[src/rtl/stack_ctl_pkg.sv]
// Shared definitions for the TOS-cached stack controller and the RAM-side stack block.
package stack_ctl_pkg;

  localparam int unsigned STACK_DEPTH = 64;
  localparam int unsigned STACK_DSZ   = 32;

  typedef enum logic [1:0] {
    NOP  = 2'd0,
    PUSH = 2'd1,
    POP  = 2'd2,
    REPL = 2'd3
  } stack_op_t;

  typedef enum logic {
    IDLE = 1'b0,
    RD   = 1'b1
  } stack_state_t;

endpackage

[src/rtl/stack_ctl_fsm.sv]
// Read sequencer for stack_ctl: IDLE/RD states, RD_LAT wait counter and registered req_ready.
module stack_ctl_fsm
  import stack_ctl_pkg::*;
#(
  parameter int unsigned RD_LAT = 1
) (
  input  logic clk,
  input  logic rst,
  input  logic start,
  output logic req_ready,
  output logic rd_last_c
);

  localparam int unsigned CW = (RD_LAT > 1) ? $clog2(RD_LAT) : 1;

  stack_state_t   state, state_nx;
  logic [CW-1:0]  cnt, cnt_nx;

  always_ff @(posedge clk) begin
    if (rst) begin
      state     <= IDLE;
      cnt       <= '0;
      req_ready <= 1'b1;
    end else begin
      state     <= state_nx;
      cnt       <= cnt_nx;
      req_ready <= (state_nx == IDLE);
    end
  end

  // RD always waits the full read latency, then hands back to IDLE.
  always_comb begin
    state_nx  = state;
    cnt_nx    = cnt;
    rd_last_c = 1'b0;
    case (state)
      IDLE: begin
        if (start) begin
          state_nx = RD;
          cnt_nx   = '0;
        end
      end
      RD: begin
        if (cnt == CW'(RD_LAT - 1)) begin
          rd_last_c = 1'b1;
          state_nx  = IDLE;
          cnt_nx    = '0;
        end else begin
          cnt_nx = cnt + CW'(1);
        end
      end
      default: state_nx = IDLE;
    endcase
  end

endmodule

[src/rtl/stack_ctl.sv]
// TOS-cached stack front-end: TOS in a register, NOS and below in an external stack RAM.
// Optional high-water-mark output enabled by defining STACK_HWM_EN.
module stack_ctl
  import stack_ctl_pkg::*;
#(
  parameter int unsigned DEPTH  = STACK_DEPTH,
  parameter int unsigned DSZ    = STACK_DSZ,
  parameter int unsigned SSZ    = $clog2(DEPTH),
  parameter int unsigned RD_LAT = 1
) (
  input  logic            clk,
  input  logic            rst,
  input  logic            req_valid,
  output logic            req_ready,
  input  stack_op_t       req_op,
  input  logic [DSZ-1:0]  req_vi,
  output logic [DSZ-1:0]  tos,
  output logic [SSZ:0]    depth,
  output logic            empty,
  output logic            full,
  output logic            ovf,
  output logic            unf,
  input  logic            err_clr,
`ifdef STACK_HWM_EN
  output logic [SSZ:0]    hwm,
`endif
  output logic            ram_en,
  output stack_op_t       ram_op,
  output logic [SSZ-1:0]  ram_sp,
  output logic [DSZ-1:0]  ram_vi,
  input  logic [DSZ-1:0]  ram_q
);

  localparam int unsigned DW = SSZ + 1;

  logic [DSZ-1:0] tos_nx;
  logic [DW-1:0]  depth_nx;
  logic [SSZ-1:0] rd_sp;
  logic           ovf_set, unf_set, pop_start, rd_last_c;

  assign empty = (depth == '0);
  assign full  = (depth == DW'(DEPTH));

  stack_ctl_fsm #(.RD_LAT(RD_LAT)) u_fsm (
    .clk       (clk),
    .rst       (rst),
    .start     (pop_start),
    .req_ready (req_ready),
    .rd_last_c (rd_last_c)
  );

  // Op decode, RAM request drive and next TOS/depth. NOS lives at depth-2.
  always_comb begin
    tos_nx    = tos;
    depth_nx  = depth;
    ovf_set   = 1'b0;
    unf_set   = 1'b0;
    pop_start = 1'b0;
    ram_en    = 1'b0;
    ram_op    = NOP;
    ram_sp    = '0;
    ram_vi    = '0;
    if (!req_ready) begin
      ram_en = 1'b1;
      ram_op = POP;
      ram_sp = rd_sp;
      if (rd_last_c) begin
        tos_nx   = ram_q;
        depth_nx = depth - DW'(1);
      end
    end else if (req_valid) begin
      case (req_op)
        PUSH: begin
          if (full) begin
            ovf_set = 1'b1;
          end else begin
            if (!empty) begin
              ram_en = 1'b1;
              ram_op = PUSH;
              ram_sp = SSZ'(depth - DW'(1));
              ram_vi = tos;
            end
            tos_nx   = req_vi;
            depth_nx = depth + DW'(1);
          end
        end
        POP: begin
          if (empty) begin
            unf_set = 1'b1;
          end else if (depth == DW'(1)) begin
            tos_nx   = '0;
            depth_nx = '0;
          end else begin
            ram_en    = 1'b1;
            ram_op    = POP;
            ram_sp    = SSZ'(depth - DW'(2));
            pop_start = 1'b1;
          end
        end
        REPL: begin
          if (empty) unf_set = 1'b1;
          else       tos_nx  = req_vi;
        end
        default: ;
      endcase
    end
  end

  // A new error in the same cycle as err_clr keeps its flag set.
  always_ff @(posedge clk) begin
    if (rst) begin
      tos   <= '0;
      depth <= '0;
      rd_sp <= '0;
      ovf   <= 1'b0;
      unf   <= 1'b0;
    end else begin
      tos   <= tos_nx;
      depth <= depth_nx;
      if (pop_start) rd_sp <= ram_sp;
      ovf   <= ovf_set | (ovf & ~err_clr);
      unf   <= unf_set | (unf & ~err_clr);
    end
  end

`ifdef STACK_HWM_EN
  always_ff @(posedge clk) begin
    if (rst)              hwm <= '0;
    else if (depth > hwm) hwm <= depth;
  end
`endif

endmodule
[config.mk]
export PLATFORM = sky130hd
export DESIGN_NAME = stack_ctl
export DESIGN_NICKNAME = d
export VERILOG_FILES = /design/src/rtl/stack_ctl_pkg.sv /design/src/rtl/stack_ctl_fsm.sv /design/src/rtl/stack_ctl.sv
export SDC_FILE = /design/constraint.sdc
export NUM_CORES = 1
export LEC_CHECK = 0
export ABC_AREA = 1
export BUFFER_PORTS_ARGS = -buffer_cell sky130_fd_sc_hd__clkbuf_2
export CORE_MARGIN = 2
export CORE_UTILIZATION = 48
export DETAILED_ROUTE_END_ITERATION = 10
export GPL_TIMING_DRIVEN = 0
export PLACE_DENSITY = 0.85
export SLEW_MARGIN = 20
export SYNTH_ARGS = -nofsm -noshare
export SYNTH_HDL_FRONTEND = slang
export SYNTH_SLANG_ARGS = --single-unit
[constraint.sdc]
create_clock -name clk -period 2.8 [get_ports clk]
set_input_delay 0.42 -clock clk [delete_from_list [all_inputs] [get_ports clk]]
set_output_delay 0.42 -clock clk [all_outputs]
set_load 0.005 [all_outputs]
Yosys cells after proc, flatten, opt, wreduce, memory -nomap -nowiden. Index checks and enable logic that the tools add are counted.

Bits in registers: 50. Input bits: 70. Output and inout port bits: 85.

$add $sub $neg: 4. Equal/unequal tests: 13. Muxes and demuxes: 60. Bitwise logic cells: 7. Reductions and logical operators: 5.

Operators by type and width (count): 32-bit two-way mux (12); 32-bit one-hot mux with 3 select lines (1); 7-bit two-way mux (6); 6-bit two-way mux (6); 1-bit two-way mux (25); 3-bit inequality test (second input constant) (5); 7-bit one-hot mux with 2 select lines (1); 6-bit one-hot mux with 2 select lines (1); 2-bit two-way mux (4); 7-bit by 1-bit adder with 7-bit output (second input constant) (1); 7-bit by 1-bit == test with 1-bit output (second input constant) (1); 7-bit == test (second input constant) (1); 7-bit logical NOT (1); 7-bit AND reduction (1); 7-bit by 1-bit subtractor with 7-bit output (second input constant) (1); 1-bit one-hot mux with 2 select lines (3); 6-bit AND reduction (1); 6-bit by 2-bit subtractor with 6-bit output (second input constant) (1); 2-bit == test (second input constant) (2); 2-bit inequality test (second input constant) (2); 4-bit inequality test (second input constant) (1); 2-bit one-hot mux with 2 select lines (1); 1-bit inverter (3); 1-bit AND (2); other kinds (5) (6).

Longest topological paths before layout.
Word-level depth: 9. Mapped depth: 13. Mapped depth without buffers: 12.

By module. A second synthesis with hierarchy kept.

Cell total of the unflattened synthesis: 562. Area, all modules: 3489.6 um^2.

Modules (own cells, without submodules): stack_ctl (times used 1, cells each 556, area an instance 3428.3 um^2, sequential area each 940.9 um^2); stack_ctl_fsm (times used 1, cells each 6, area an instance 61.3 um^2, sequential area each 40.0 um^2).

Worst setup path before layout. OpenSTA, ideal clock, no wires.

Path type: in2out. Start point: input port req_op[0]. End point: output port ram_sp[5]. Data arrival time: 1583 ps. Required time: 2380 ps. Slack: 797 ps. Stages on the path: 9. Path buffers: 0. Cells stage by stage: inv_1 > ha_1 > inv_1 > nand2_1 > nor2_1 > nand3_1 > nor2_1 > nor2_1 > nand2_1.

Word-level cells in the longest chain between the ends: 4.

RTL lines: start, declared (RTL line stack_ctl.sv:15) `input stack_op_t req_op,`; 2-bit == test or 2-bit by 1-bit == test with 1-bit output (tied branches) (RTL line stack_ctl.sv:72) `case (req_op)`; 6-bit one-hot mux with 2 select lines * (RTL line stack_ctl.sv:72); 6-bit two-way mux * (RTL line stack_ctl.sv:71) `end else if (req_valid) begin`; 6-bit two-way mux * (RTL line stack_ctl.sv:63) `if (!req_ready) begin`; end, declared (RTL line stack_ctl.sv:29) `output logic [SSZ-1:0] ram_sp,`.

Mark *: on every way between the ends. The rest lies on a longest branch, timed or not.

Worst setup path after layout.
Start point: register depth[1]. End point: output port ram_vi[17].

Word-level cells in the longest chain between the ends: 6.

RTL lines: start, declared (RTL line stack_ctl.sv:18) `output logic [SSZ:0] depth,`; start signal, assigned (RTL line stack_ctl.sv:119) `depth <= depth_nx;`; 7-bit logical NOT (RTL line stack_ctl.sv:41) `assign empty = (depth == '0);`; 32-bit two-way mux (RTL line stack_ctl.sv:77) `if (!empty) begin`; 32-bit two-way mux * (RTL line stack_ctl.sv:74) `if (full) begin`; 32-bit two-way mux * (RTL line stack_ctl.sv:72); 32-bit two-way mux * (RTL line stack_ctl.sv:71); 32-bit two-way mux * (RTL line stack_ctl.sv:63); end, declared (RTL line stack_ctl.sv:30) `output logic [DSZ-1:0] ram_vi,`.

Marked as above.

==> flow_metrics.env <==
export IMPL_syn_area_um2=3410
export IMPL_crit_family="buffers and inverters"
export IMPL_fin_tns_setup_ns=0
export IMPL_ys_top_cells_by_area="dfxtp_1 29%, nand2_1 16%, nor2_1 14%"
export IMPL_fp_dieH_um=88.3
export IMPL_drt_first_pass_iters=5
export IMPL_rows=30
export IMPL_wirelength_um=10200
export IMPL_grt_start_max_net_pins=16
export IMPL_cts_made_buffers=5
export IMPL_crit_path_max_fanout=10
export IMPL_place_gp_congestion=0.869
export IMPL_ioPinCount=155
export IMPL_critPathArrivalTime_ns=2.21
export IMPL_leakagePower_nw=2.50
export IMPL_die_area_um2=7800
export IMPL_syn_to_final_growth_pct=28.7
export IMPL_initial_utilization=0.499
export IMPL_ys_seq_area_frac=0.288
export IMPL_drcViolationCount=0
export IMPL_max_freq_mhz=381
export IMPL_cp_buffers_inverters=3
export IMPL_hold_start="err_clr"
export IMPL_groute_usage_overall=0.256
export IMPL_hold_class="input port to flop"
export IMPL_antenna_found_initial=0
export IMPL_timing_slew_headroom=0.649
export IMPL_diodes=0
export IMPL_synthCells=570
export IMPL_cp_end_kind="output pin"
export IMPL_synth_top_cell_area_share=0.288
export IMPL_finalClockSkew_ns=0.00859
export IMPL_critPathLaunchType="flop"
export IMPL_path_cells="inv_1 -> ha_1 -> nand3_1 -> nand2_1 -> clkbuf_1 -> nor2_1 -> clkbuf_2"
export IMPL_yosysUniqueCellTypes=24
export IMPL_whs_ns=0.376
export IMPL_cts_setup_buffers=0
export IMPL_worst_pin_slew_ns=0.526
export IMPL_yosys_warnings=0
export IMPL_grt_pass1_wl_um=16200
export IMPL_dieWidth_um=88.3
export IMPL_clkTransAtPathRegs_ns=0.10
export IMPL_ant_nets=0
export IMPL_grt_overflow_total=0
export IMPL_ys_flop_type="dfxtp_1"
export IMPL_synth_top_area_cell="dfxtp_1"
export IMPL_layout_setup_ws_ns=0.173
export IMPL_vias=4073
export IMPL_hold_violations=0
export IMPL_rsz0062_at_grt="false"
export IMPL_cts_sinks=49
export IMPL_grt_pass1_vias=3575
export IMPL_hold_buffers=0
export IMPL_yosys_top_cells_count="142 x nand2_1, 128 x nor2_1, 74 x inv_1"
export IMPL_period_share=0.938
export IMPL_setup_viol=0
export IMPL_status="completed"
export IMPL_htreeDepth=2
export IMPL_cts_root_buf="clkbuf_8"
export IMPL_drive_gt1_frac=0.256
export IMPL_cap_violations=0
export IMPL_power_density_nw_per_um2=475
export IMPL_cts_tree="built"
export IMPL_cp_slowest_cell="dfxtp_1"
export IMPL_irDropWorstVdd_mv=0.277
export IMPL_drtIter0Drc=178
export IMPL_crit_type="flop to output pin"
export IMPL_synth_seq_cells=49
export IMPL_fin_nets=810
export IMPL_clock_latency_ns=0.30
export IMPL_crit_required_ns=2.38
export IMPL_place_ws_ns=0.361
export IMPL_core_um2=6830
export IMPL_avgRoutedWirePerCell_um=12.3
export IMPL_via_per_inst=4.93
export IMPL_synth_async_sr_flop_share=0
export IMPL_dpl_hpwl_um=7890
export IMPL_synth_avg_cell_area_um2=5.98
export IMPL_yosysMostFrequentCell="nand2_1"
export IMPL_slowest_delay_ns=0.37
export IMPL_ff2ff_setup_slack_ns=0.74
export IMPL_synth_edf_count=0
export IMPL_synth_fp_nets=650
export IMPL_rr_startpoint="depth[1]"
export IMPL_clock_path_buffers=2
export IMPL_power_total_mw=2.08
export IMPL_report_final_slew_viol_count=0
export IMPL_cts_resized=0
export IMPL_final_util=0.642
export IMPL_port_buffers=153
export IMPL_min_period_ns=2.63
export IMPL_critPathLaunch="depth[1]"
flip-flops by register name (all words and copies together) (netlist names):
signal,flops
tos,32
depth,7
rd_sp,6
ovf,1
u_fsm.req_ready,1
u_fsm.state,1
unf,1
layout by cell type (no fill, tap or decap):
| cell | count |
|---|---|
| o21bai_1 | 1 |
| ha_1 | 10 |
| buf_1 | 4 |
| clkbuf_8 | 5 |
| dfxtp_1 | 48 |
| buf_6 | 4 |
| nor2_1 | 128 |
| a21oi_1 | 14 |
| inv_6 | 1 |
| inv_1 | 74 |
| and2_1 | 1 |
| nand3b_1 | 5 |
| clkbuf_1 | 10 |
| o21ai_0 | 8 |
| clkbuf_2 | 156 |
| nand2_1 | 142 |
| nor2_4 | 2 |
| nand3_1 | 60 |
| and2_4 | 1 |
| clkinv_2 | 1 |
| nand4_1 | 4 |
| xnor2_1 | 1 |
| buf_2 | 11 |
| a22o_1 | 32 |
| xor2_1 | 2 |
| inv_2 | 1 |
| nor2_2 | 3 |
| nand2_2 | 1 |
| dfxtp_2 | 1 |
report_power, final:
group | internal [mW] | switching [mW] | total [mW]
Sequential | 0.778 | 0.0729 | 0.851
Combinational | 0.327 | 0.472 | 0.799
Clock | 0.179 | 0.255 | 0.434
Total | 1.28 | 0.800 | 2.08
per-stage QoR:
stage / std cells / cell area (um2)
after detailed placement: 819 / 4300
after global routing: 827 / 4390
after floorplan: 570 / 3410
final: 827 / 4390
after global placement: 819 / 4300
after CTS: 827 / 4380
logic make-up after synthesis:
logic type / count (synthesis) / synth area share
adder cells (fa/ha/maj): 10 / 0.0367
AND/OR/NAND/NOR: 347 / 0.422
XOR/XNOR: 3 / 0.00771
buffers and inverters: 106 / 0.129
flip-flops: 49 / 0.288
AO/OA/AOI/OAI: 55 / 0.117
metal layers:
metal  share of wire  GRT usage  up-vias
li1                -          -     2103
met1            0.45      0.338     1807
met2            0.48      0.442      149
met3           0.057     0.0317       14
met4           0.015     0.0716        0
met5               0          0        -
final timing paths:
kind,endpoint,cells past startpoint
hold / removal,ovf,4
setup / recovery,ram_vi[17],7
setup reg to reg,rd_sp[5],12
hold reg to reg,u_fsm.req_ready,2
layout make-up:
type / instances / area [um2]
buffer: 31 / 164
clock buffer: 6 / 72.6
clock inverter: 2 / 13.8
fill: 680 / 2440
inverter: 75 / 282
multi-input combinational: 415 / 1990
sequential: 49 / 982
tap: 96 / 120
timing repair buffer: 153 / 766
worst reg2reg max path: stages, from the launching register on:
cell and delay [ns]:
dfxtp_1 0.43, inv_1 0.19, ha_1 0.22, inv_1 0.05, nor2_1 0.03, nand3_1 0.12, nand2_1 0.10, nor2_2 0.22
nand2_1 0.23, inv_2 0.19, nand3_1 0.10, nand2_1 0.07, inv_1 0.04
(Power assumes the default switching activity.)
